[src/rtl/fetch_prefetch_unit.sv]
// -----------------------------------------------------------------------------
// fetch_prefetch_unit
//   Instruction-fetch stage of the MIPS core. Owns the fetch PC, issues word
//   fetches to a variable-latency instruction memory, keeps up to DEPTH
//   in-order instructions in a prefetch ring, and hands {instr, pc, pc+4} to
//   decode over valid/ready. A branch redirect flushes the ring. Responses to
//   requests that were in flight at the flush are counted and discarded.
//
// Parameters
//   DEPTH     prefetch slots and in-flight limit (power of 2, >= 2)
//   RESET_PC  fetch PC loaded by reset
//
// Ports
//   clk, rst_n                      clock, asynchronous active-low reset
//   imem_req_valid/ready, imem_addr fetch request channel (word aligned)
//   imem_rsp_valid, imem_rsp_data   in-order read data from memory
//   instr_valid/ready               head-of-buffer handshake to decode
//   instr_data, instr_pc,
//   instr_pcplus4                   head instruction, its PC and PC+4
//   redirect_valid, redirect_pc     taken branch/jump: flush and refetch
//
// Optional feature (macro FETCH_PERF_EN)
//   Adds perf_issued / perf_dropped: saturating counts of request handshakes
//   and discarded responses.
// -----------------------------------------------------------------------------
module fetch_prefetch_unit #(
    parameter int unsigned DEPTH    = 4,
    parameter logic [31:0] RESET_PC = 32'h0
) (
    input  logic        clk,
    input  logic        rst_n,
`ifdef FETCH_PERF_EN
    output logic [31:0] perf_issued,
    output logic [31:0] perf_dropped,
`endif
    output logic        imem_req_valid,
    input  logic        imem_req_ready,
    output logic [31:0] imem_addr,
    input  logic        imem_rsp_valid,
    input  logic [31:0] imem_rsp_data,
    output logic        instr_valid,
    input  logic        instr_ready,
    output logic [31:0] instr_data,
    output logic [31:0] instr_pc,
    output logic [31:0] instr_pcplus4,
    input  logic        redirect_valid,
    input  logic [31:0] redirect_pc
);

    localparam int unsigned   PW      = $clog2(DEPTH);
    localparam int unsigned   CW      = PW + 1;
    localparam logic [CW:0]   LIMIT   = (CW + 1)'(DEPTH);
    localparam logic [PW-1:0] PTR_ONE = PW'(1);
    localparam logic [CW-1:0] CNT_ONE = CW'(1);

    logic [31:0]       fetch_pc_q, fetch_pc_d;
    logic [PW-1:0]     head_q, head_d;
    logic [PW-1:0]     tail_q, tail_d;
    logic [PW-1:0]     fill_q, fill_d;
    logic [CW-1:0]     count_q, count_d;   // reserved slots
    logic [CW-1:0]     pend_q, pend_d;     // reserved slots still awaiting data
    logic [CW-1:0]     drop_q, drop_d;     // responses owed to flushed requests
    logic [DEPTH-1:0]  filled_q, filled_d;
    logic [31:0]       slot_pc_q   [DEPTH];
    logic [31:0]       slot_pc_d   [DEPTH];
    logic [31:0]       slot_data_q [DEPTH];
    logic [31:0]       slot_data_d [DEPTH];
    logic              started_q;

    logic issue_hs;
    logic pop;
    logic fill_en;
    logic rsp_discard;
    logic unused_low_bits;

    assign unused_low_bits = ^redirect_pc[1:0];

    // started_q holds requests off while in reset and for the first edge out
    // of it, so imem_req_valid reads 0 whenever rst_n is low.
    assign imem_req_valid = started_q && !redirect_valid &&
                            (({1'b0, count_q} + {1'b0, drop_q}) < LIMIT);
    assign imem_addr      = fetch_pc_q;

    assign instr_valid    = (count_q != '0) && filled_q[head_q];
    assign instr_data     = instr_valid ? slot_data_q[head_q] : '0;
    assign instr_pc       = instr_valid ? slot_pc_q[head_q] : '0;
    assign instr_pcplus4  = instr_valid ? (slot_pc_q[head_q] + 32'd4) : '0;

    assign issue_hs = imem_req_valid && imem_req_ready;
    assign pop      = instr_valid && instr_ready;

    always_comb begin
        fetch_pc_d  = fetch_pc_q;
        head_d      = head_q;
        tail_d      = tail_q;
        fill_d      = fill_q;
        count_d     = count_q;
        pend_d      = pend_q;
        drop_d      = drop_q;
        filled_d    = filled_q;
        slot_pc_d   = slot_pc_q;
        slot_data_d = slot_data_q;
        fill_en     = 1'b0;
        rsp_discard = 1'b0;

        if (redirect_valid) begin
            // Every outstanding request becomes a drop; a response landing in
            // this same cycle already pays off one of them.
            rsp_discard = imem_rsp_valid && ((drop_q != '0) || (pend_q != '0));
            head_d      = '0;
            tail_d      = '0;
            fill_d      = '0;
            count_d     = '0;
            pend_d      = '0;
            filled_d    = '0;
            drop_d      = drop_q + pend_q - (rsp_discard ? CNT_ONE : '0);
            fetch_pc_d  = {redirect_pc[31:2], 2'b00};
        end else begin
            if (pop) begin
                filled_d[head_q] = 1'b0;
                head_d           = head_q + PTR_ONE;
            end
            if (issue_hs) begin
                slot_pc_d[tail_q] = fetch_pc_q;
                filled_d[tail_q]  = 1'b0;
                tail_d            = tail_q + PTR_ONE;
                fetch_pc_d        = fetch_pc_q + 32'd4;
            end
            if (imem_rsp_valid) begin
                if (drop_q != '0) begin
                    rsp_discard = 1'b1;
                    drop_d      = drop_q - CNT_ONE;
                end else if (pend_q != '0) begin
                    fill_en             = 1'b1;
                    slot_data_d[fill_q] = imem_rsp_data;
                    filled_d[fill_q]    = 1'b1;
                    fill_d              = fill_q + PTR_ONE;
                end
            end
            count_d = count_q + (issue_hs ? CNT_ONE : '0) - (pop ? CNT_ONE : '0);
            pend_d  = pend_q + (issue_hs ? CNT_ONE : '0) - (fill_en ? CNT_ONE : '0);
        end
    end

    always_ff @(posedge clk or negedge rst_n) begin
        if (!rst_n) begin
            fetch_pc_q  <= RESET_PC;
            head_q      <= '0;
            tail_q      <= '0;
            fill_q      <= '0;
            count_q     <= '0;
            pend_q      <= '0;
            drop_q      <= '0;
            filled_q    <= '0;
            slot_pc_q   <= '{default: '0};
            slot_data_q <= '{default: '0};
            started_q   <= 1'b0;
        end else begin
            fetch_pc_q  <= fetch_pc_d;
            head_q      <= head_d;
            tail_q      <= tail_d;
            fill_q      <= fill_d;
            count_q     <= count_d;
            pend_q      <= pend_d;
            drop_q      <= drop_d;
            filled_q    <= filled_d;
            slot_pc_q   <= slot_pc_d;
            slot_data_q <= slot_data_d;
            started_q   <= 1'b1;
        end
    end

`ifdef FETCH_PERF_EN
    logic [31:0] perf_issued_q;
    logic [31:0] perf_dropped_q;

    always_ff @(posedge clk or negedge rst_n) begin
        if (!rst_n) begin
            perf_issued_q  <= '0;
            perf_dropped_q <= '0;
        end else begin
            if (issue_hs && (perf_issued_q != '1)) begin
                perf_issued_q <= perf_issued_q + 32'd1;
            end
            if (rsp_discard && (perf_dropped_q != '1)) begin
                perf_dropped_q <= perf_dropped_q + 32'd1;
            end
        end
    end

    assign perf_issued  = perf_issued_q;
    assign perf_dropped = perf_dropped_q;
`endif

    // A response with nothing awaiting data and nothing owed is ignored.
    spurious_rsp_a: assert property (@(posedge clk) disable iff (!rst_n)
        imem_rsp_valid |-> ((drop_q != '0) || (pend_q != '0)));

endmodule

[config.mk]
export PLATFORM = sky130hd
export DESIGN_NAME = fetch_prefetch_unit
export DESIGN_NICKNAME = d
export VERILOG_FILES = /design/src/rtl/fetch_prefetch_unit.sv
export SDC_FILE = /design/constraint.sdc
export NUM_CORES = 1
export LEC_CHECK = 0
export CAP_MARGIN = 20
export CELL_PAD_IN_SITES_DETAIL_PLACEMENT = 1
export CELL_PAD_IN_SITES_GLOBAL_PLACEMENT = 1
export CORE_ASPECT_RATIO = 0.9
export CORE_UTILIZATION = 30
export DETAILED_ROUTE_END_ITERATION = 12
export DONT_BUFFER_PORTS = 1
export HOLD_SLACK_MARGIN = 0.15
export PLACE_DENSITY_LB_ADDON = 0.2
export SLEW_MARGIN = 20
export SYNTH_ARGS = -nofsm -noshare
export SYNTH_HDL_FRONTEND = slang
export SYNTH_SLANG_ARGS = --single-unit
[constraint.sdc]
create_clock -name clk -period 3.4 [get_ports clk]
set_clock_uncertainty 0.15 [all_clocks]
set_input_delay 0.68 -clock clk [delete_from_list [all_inputs] [get_ports clk]]
set_output_delay 0.68 -clock clk [all_outputs]
set_load 0.02 [all_outputs]
## Word level (Yosys, flattened, before mapping)

Index checks and enable logic that the tools add are counted.

| cells by class | value |
|---|---|
| add/sub/neg operators | 13 |
| order comparisons | 12 |
| equality and inequality tests | 1 |
| mux-type cells | 54 |
| bitwise gates (word level) | 10 |
| reductions and logical operators | 25 |

Operators with widths:

| operator | count |
|---|---|
| $mux W32 | 11 |
| $bwmux W128 | 2 |
| $bmux W32 S2 | 2 |
| $demux W32 S2 | 2 |
| $add A32 B3 Y32 const B | 2 |
| $mux W4 | 8 |
| $mux W2 | 8 |
| $mux W3 | 5 |
| $mux W1 | 12 |
| $logic_and A1 B1 Y1 | 11 |
| $reduce_bool A2 Y1 | 5 |
| $ge A3 B3 Y1 const B | 3 |
| $lt A2 B3 Y1 const B | 3 |
| $not A2 Y3 | 3 |
| $reduce_bool A3 Y1 | 3 |
| $sub A3 B1 Y3 | 3 |
| $and A4 B4 Y4 | 2 |
| $not A4 Y4 | 2 |
| $add A2 B1 Y2 const B | 3 |
| $add A3 B3 Y3 | 2 |
| $demux W1 S2 | 3 |
| $ge A2 B1 Y1 const B | 3 |
| $lt A3 B1 Y1 const B | 2 |
| $add A3 B3 Y4 | 1 |
| 12 further kinds | 14 |

| storage, ports and cells | value |
|---|---|
| bits in registers | 308 |
| input bits | 70 |
| output and inout port bits | 130 |
| word-level logic and storage cells | 132 |

## Logic depth before layout (Yosys ltp)

| logic depth | value |
|---|---|
| depth in word-level cells | 16 |
| gate-level depth with buffers | 14 |
| mapped depth without buffers | 13 |

## Worst setup path before layout

Ideal clock, no wire load.

| path | value |
|---|---|
| path kind | register to output |
| from | register head_q[0] |
| to | output port instr_pcplus4[31] |
| arrival | 2,527 ps |
| required time | 2,570 ps |
| slack | 43 ps |
| stages on the path, launching flop included | 7 |
| buffers on the path | 1 |
| cell sequence | dfrtp_1 buf_6 mux4_2 nand4_1 or4_4 or4_1 a21oi_1 |

| on the way | value |
|---|---|
| cells in the longest elaborated chain, start to end | 6 |
| elaborated cells on any way between the ends | 9 |
| those cells by class | 1 x add/sub; 6 x mux; 1 x bitwise; 1 x reduce/logical |

Ends and longest elaborated chain:

| what | line | text |
|---|---|---|
| start, declared | 57 | `logic [PW-1:0] head_q, head_d;` |
| start signal, assigned | 148 | `head_q <= '0;` |
| start signal, assigned | 160 | `head_q <= head_d;` |
| $not A2 Y3 (not written as such) | 87 | `assign instr_pcplus4 = instr_valid ? (slot_pc_q[head_q] + 32'd4) : '0;` |
| $bmux W32 S2 | 87 |  |
| $mux W32 (not written as such) (2 in a row) | 87 |  |
| $add A32 B3 Y32 | 87 |  |
| $mux W32 * | 87 |  |
| end, declared | 45 | `output logic [31:0] instr_pcplus4,` |

Every way passes the cells marked *; elsewhere a longest branch is shown, timed or not. The select of a mux whose other input is x is not followed.

## Worst setup path in the final report

| path | value |
|---|---|
| from | register head_q[0] |
| to | output port instr_pcplus4[23] |

Same word-level chain as after synthesis.

==> summary.md <==
| Metric | Value |
|---|---|
| Status | finished with violations |
| Failing checks | negative hold slack, negative setup slack |
| Area share of and/or/nand/nor cells after synthesis | 10.1% |
| Final min period | 4.02 ns |
| Final Hold Viols | 298 |
| Syn avg cell area | 12.7 sq um |
| Vias | 10200 |
| CP Depth | 8 |
| Worst reg-to-reg setup slack | -0.07 ns |
| Met1 wire length | 20200 microns |
| Async SR Flop Fraction | 100% |
| DP HPWL | 27800 microns |
| Yosys cell types | 52 |
| Die height | 214 microns |
| Total grt overflow | 0 |
| Slew headroom | 37.5% |
| CP Capture Type | output pin |
| Worst R2R Path Depth | 15 |
| Fin Hold WS | -0.301 ns |
| GRT Overall Usage | 17.7% |
| Wire per inst | 22.0 microns |
| Largest net degree at the start of global routing | 299 |
| CP bufs+invs | 3 |
| First-pass GRT wire length | 69100 microns |
| Final ANT Viol Nets | 0 |
| Syn Inst Count | 1177 |
| Rows | 77 |
| Starting DRT DRC Count | 441 |
| Final setup viols | 94 |
| Reg2Reg Capture Point | count_q[2]$_DFF_PN0_ |
| DIE AREA | 0.0508 sq mm |
| Nets | 1404 |
| Port Buffers | 0 |
| CTS Buf Count | 36 |
| CP max stage cell | or4_4 |
| H-tree levels | 2 |
| Initial Util | 30.4% |
| Hold-fix buffers at CTS | 60 |
| Final Power | 10600 uW |
| Synth Area in Adders | 2.49% |
| Clock buffer depth | 3 |
| Pre-Repair DR Iteration Count | 4 |
| Max-cap violations | 0 |
| P&R area growth vs syn | 25.1% |
| Die width | 238 microns |
| Prevailing post-synth register cell | dfrtp_1 |
| RSZ-0062 raised after global routing | yes |
| CTS tree | yes |
| Least-Margin Pin Slew | 0.934 ns |
| Fmax | 0.249 GHz |
| Largest delay contributor family on the critical path | simple AND/OR/NAND/NOR gates |
| Slowest Stage Delay on Critical Path | 0.61 ns |
| Sum Neg Setup Slack | -20.12 ns |
| XOR/XNOR Fraction of Synth Area | 1.64% |
| Register area share after synthesis | 49.8% |
| Routed WL | 44100 microns |
| Multiplexer share of the synthesized area | 27.8% |
| GP Congestion | 0.765 |
| Setup crit start kind | flip-flop |
| Synth Register Bits | 298 |
| Worst Hold Class | in -> async |
| Arrival time worst endpoint | 3.19 ns |
| Routed met2 length | 20300 microns |
| Crit share post-route | 118% |
| Routed wl met3 | 2420 microns |
| Number of global-route vias before repair | 11000 |
| Initial antenna violation count | 4 |
| Clock Pin Slew Worst Setup and Hold Paths | 0.06 ns |
| Largest family of logic cells by synthesized area | multiplexers |
| I/O pin cnt | 200 |
| Max Slew Vio Count | 0 |
| Clk root buf | clkbuf_16 |
| Leak | 0.00842 uW |
| Critical path class | reg -> out |
| Post-synthesis compound-gate area fraction | 4.66% |
| Drt via density | 5.09 |
| Synth warn | 0 |
| CP Max Fanout | 7 |
| Top Metal Used | met4 |
| Worst skew pair latency | 0.55 ns |
| Worst vdd ir | 0.000368 V |
| Cell Area, Synth | 0.0150 sq mm |
| EDFF count, synth | 0 |
| PD cells | 568 mW/mm^2 |
| Worst Path Required | 2.57 ns |
| Layout cell share with drive strength beyond 1 | 41.4% |
| Post-route DRC violation count | 0 |
| Clock sink count | 298 |
| Sequence of cells on the critical path | buf_12 -> mux4_2 -> nand4_1 -> or4_4 -> buf_6 -> or3_4 -> a21oi_2 -> buf_4 |
| Final Worst Setup Slack | -0.619 ns |
| Worst r2r src | head_q[0]$_DFFE_PN0P_ |
| Core ar. | 0.0492 sq mm |
==> stage by stage <==
step | setup slack [ns] | cell area, sq um | util [%] | cells | hold slack [ns]
2_1_floorplan | 0.0432 | 15000 | - | 1182 | 0.234
3_3_place_gp | -0.157 | 16300 | 33.2 | 1860 | 0.247
3_5_place_dp | -0.144 | 16300 | 33.2 | 1860 | 0.245
4_1_cts | -0.673 | 18500 | 37.5 | 1995 | -0.349
5_1_grt | -0.697 | 18700 | 38.1 | 1999 | -0.336
6_report | -0.619 | 18700 | 38.1 | 2001 | -0.301
==> routing by layer <==
| layer | GRT usage, % | up-vias |
|---|---|---|
| li1 | - | 4514 |
| met5 | 0 | - |
| met2 | 27.3 | 219 |
| met3 | 4.17 | 73 |
| met1 | 24.6 | 5377 |
| met4 | 5.70 | 0 |
==> final cells by class <==
| cell class | instances | area [sq um] |
|---|---|---|
| Antenna cell | 3 | 7.51 |
| Clock buffer | 53 | 1050 |
| Clock inverter | 6 | 98.8 |
| Fill cell | 5157 | 30500 |
| Inverter | 28 | 108 |
| Multi-Input combinational cell | 761 | 7330 |
| Sequential cell | 298 | 7460 |
| Tap cell | 671 | 840 |
| Timing Repair Buffer | 180 | 1840 |
| Timing Repair inverter | 1 | 7.51 |
==> where the power goes <==
part	internal (uW)	leakage (uW)	switching, uW
Clock	2290	0.000566	1510
Combinational	1240	0.00384	1070
Sequential	4100	0.00401	434
==> kinds of logic after synthesis <==
family | after synthesis
multiplexers | 305
flip-flops | 298
AND/OR/NAND/NOR | 281
buffers and inverters | 123
AO/OA/AOI/OAI | 112
adder cells (fa/ha/maj) | 28
XOR/XNOR | 28
other | 2
==> synthesized netlist by cell type (all sizes together), types with 8 or more instances <==
cell type / count / share of area [%]
and2: 69 / 2.9
ha: 25 / 2.1
xor2: 12 / 0.70
nand4: 24 / 1.0
mux2: 240 / 18
nor2: 37 / 0.93
xnor2: 16 / 0.94
nor4: 8 / 0.33
o21ai: 51 / 1.7
nand3: 19 / 0.67
mux4: 63 / 9.6
a21oi: 22 / 0.73
dfrtp: 298 / 50
nor3: 11 / 0.37
clkbuf: 75 / 1.9
and4: 11 / 0.64
buf: 20 / 0.88
nand2: 66 / 1.7
inv: 28 / 0.70
a221o: 9 / 0.60
and3: 14 / 0.58
or3: 9 / 0.38
==> worst max-delay path by stage <==
stage | start | end | slack [ns]
2_1_floorplan | head_q[0]$_DFFE_PN0P_ | instr_pcplus4[31] | 0.04
3_3_place_gp | head_q[0]$_DFFE_PN0P_ | instr_pcplus4[30] | -0.16
3_5_place_dp | head_q[0]$_DFFE_PN0P_ | instr_pcplus4[23] | -0.14
4_1_cts | head_q[0]$_DFFE_PN0P_ | instr_pcplus4[30] | -0.67
5_1_grt | head_q[0]$_DFFE_PN0P_ | instr_pcplus4[23] | -0.70
6_report | head_q[0]$_DFFE_PN0P_ | instr_pcplus4[23] | -0.62
==> worst register-to-register path, cell delays in order (launching register included) <==
cell and delay [ns]:
dfrtp_4 0.43, buf_8 0.16, buf_8 0.15, buf_12 0.14, mux4_2 0.53, o31ai_4 0.14
clkinvlp_4 0.16, buf_4 0.19, and2_1 0.18, ha_1 0.29, inv_1 0.06, ha_1 0.13
inv_1 0.05, fa_1 0.38, xnor2_1 0.17, nor2_1 0.05
==> cell usage in the layout (no fill, tap or decap), types with 4 or more instances in the layout <==
cell	instances
a41o_1	4
inv_1	27
buf_12	15
nand3_1	16
dlygate4sd3_1	59
and4_1	9
clkbuf_16	36
a221o_1	9
buf_4	80
nor2_1	29
nor2_2	8
nand2_1	64
mux2_2	237
xor2_1	12
and3_2	4
xnor2_1	16
dfrtp_1	296
conb_1	7
o31ai_1	4
nor3_1	7
and2_1	52
o211ai_1	7
nor4_1	7
nand4_1	24
and2_4	13
buf_8	5
buf_6	19
a21oi_2	12
and3_1	8
or3_4	6
and2_2	4
clkbuf_8	9
a21oi_1	10
o21ai_0	45
mux4_2	60
clkbuf_1	8
o21ai_1	4
ha_1	24
==> state kept, by name, summed over array words and instances, names as in the netlist <==
register / cells
slot_pc_q: 120
count_q: 3
imem_addr: 30
filled_q: 4
started_q: 1
pend_q: 3
slot_data_q: 128
fill_q: 2
tail_q: 2
head_q: 2
drop_q: 3
==> repair_timing <==
item / 4_1_cts / 5_1_grt
endpoints found under the hold margin: 465 / 298
gates cloned: 3 / 0
gates resized for setup: 72 / 63
endpoints found under the setup margin: 95 / 95
setup buffers: 13 / 5
pin swaps: 10 / 28
Note: power is estimated with default switching activity, not from simulation.
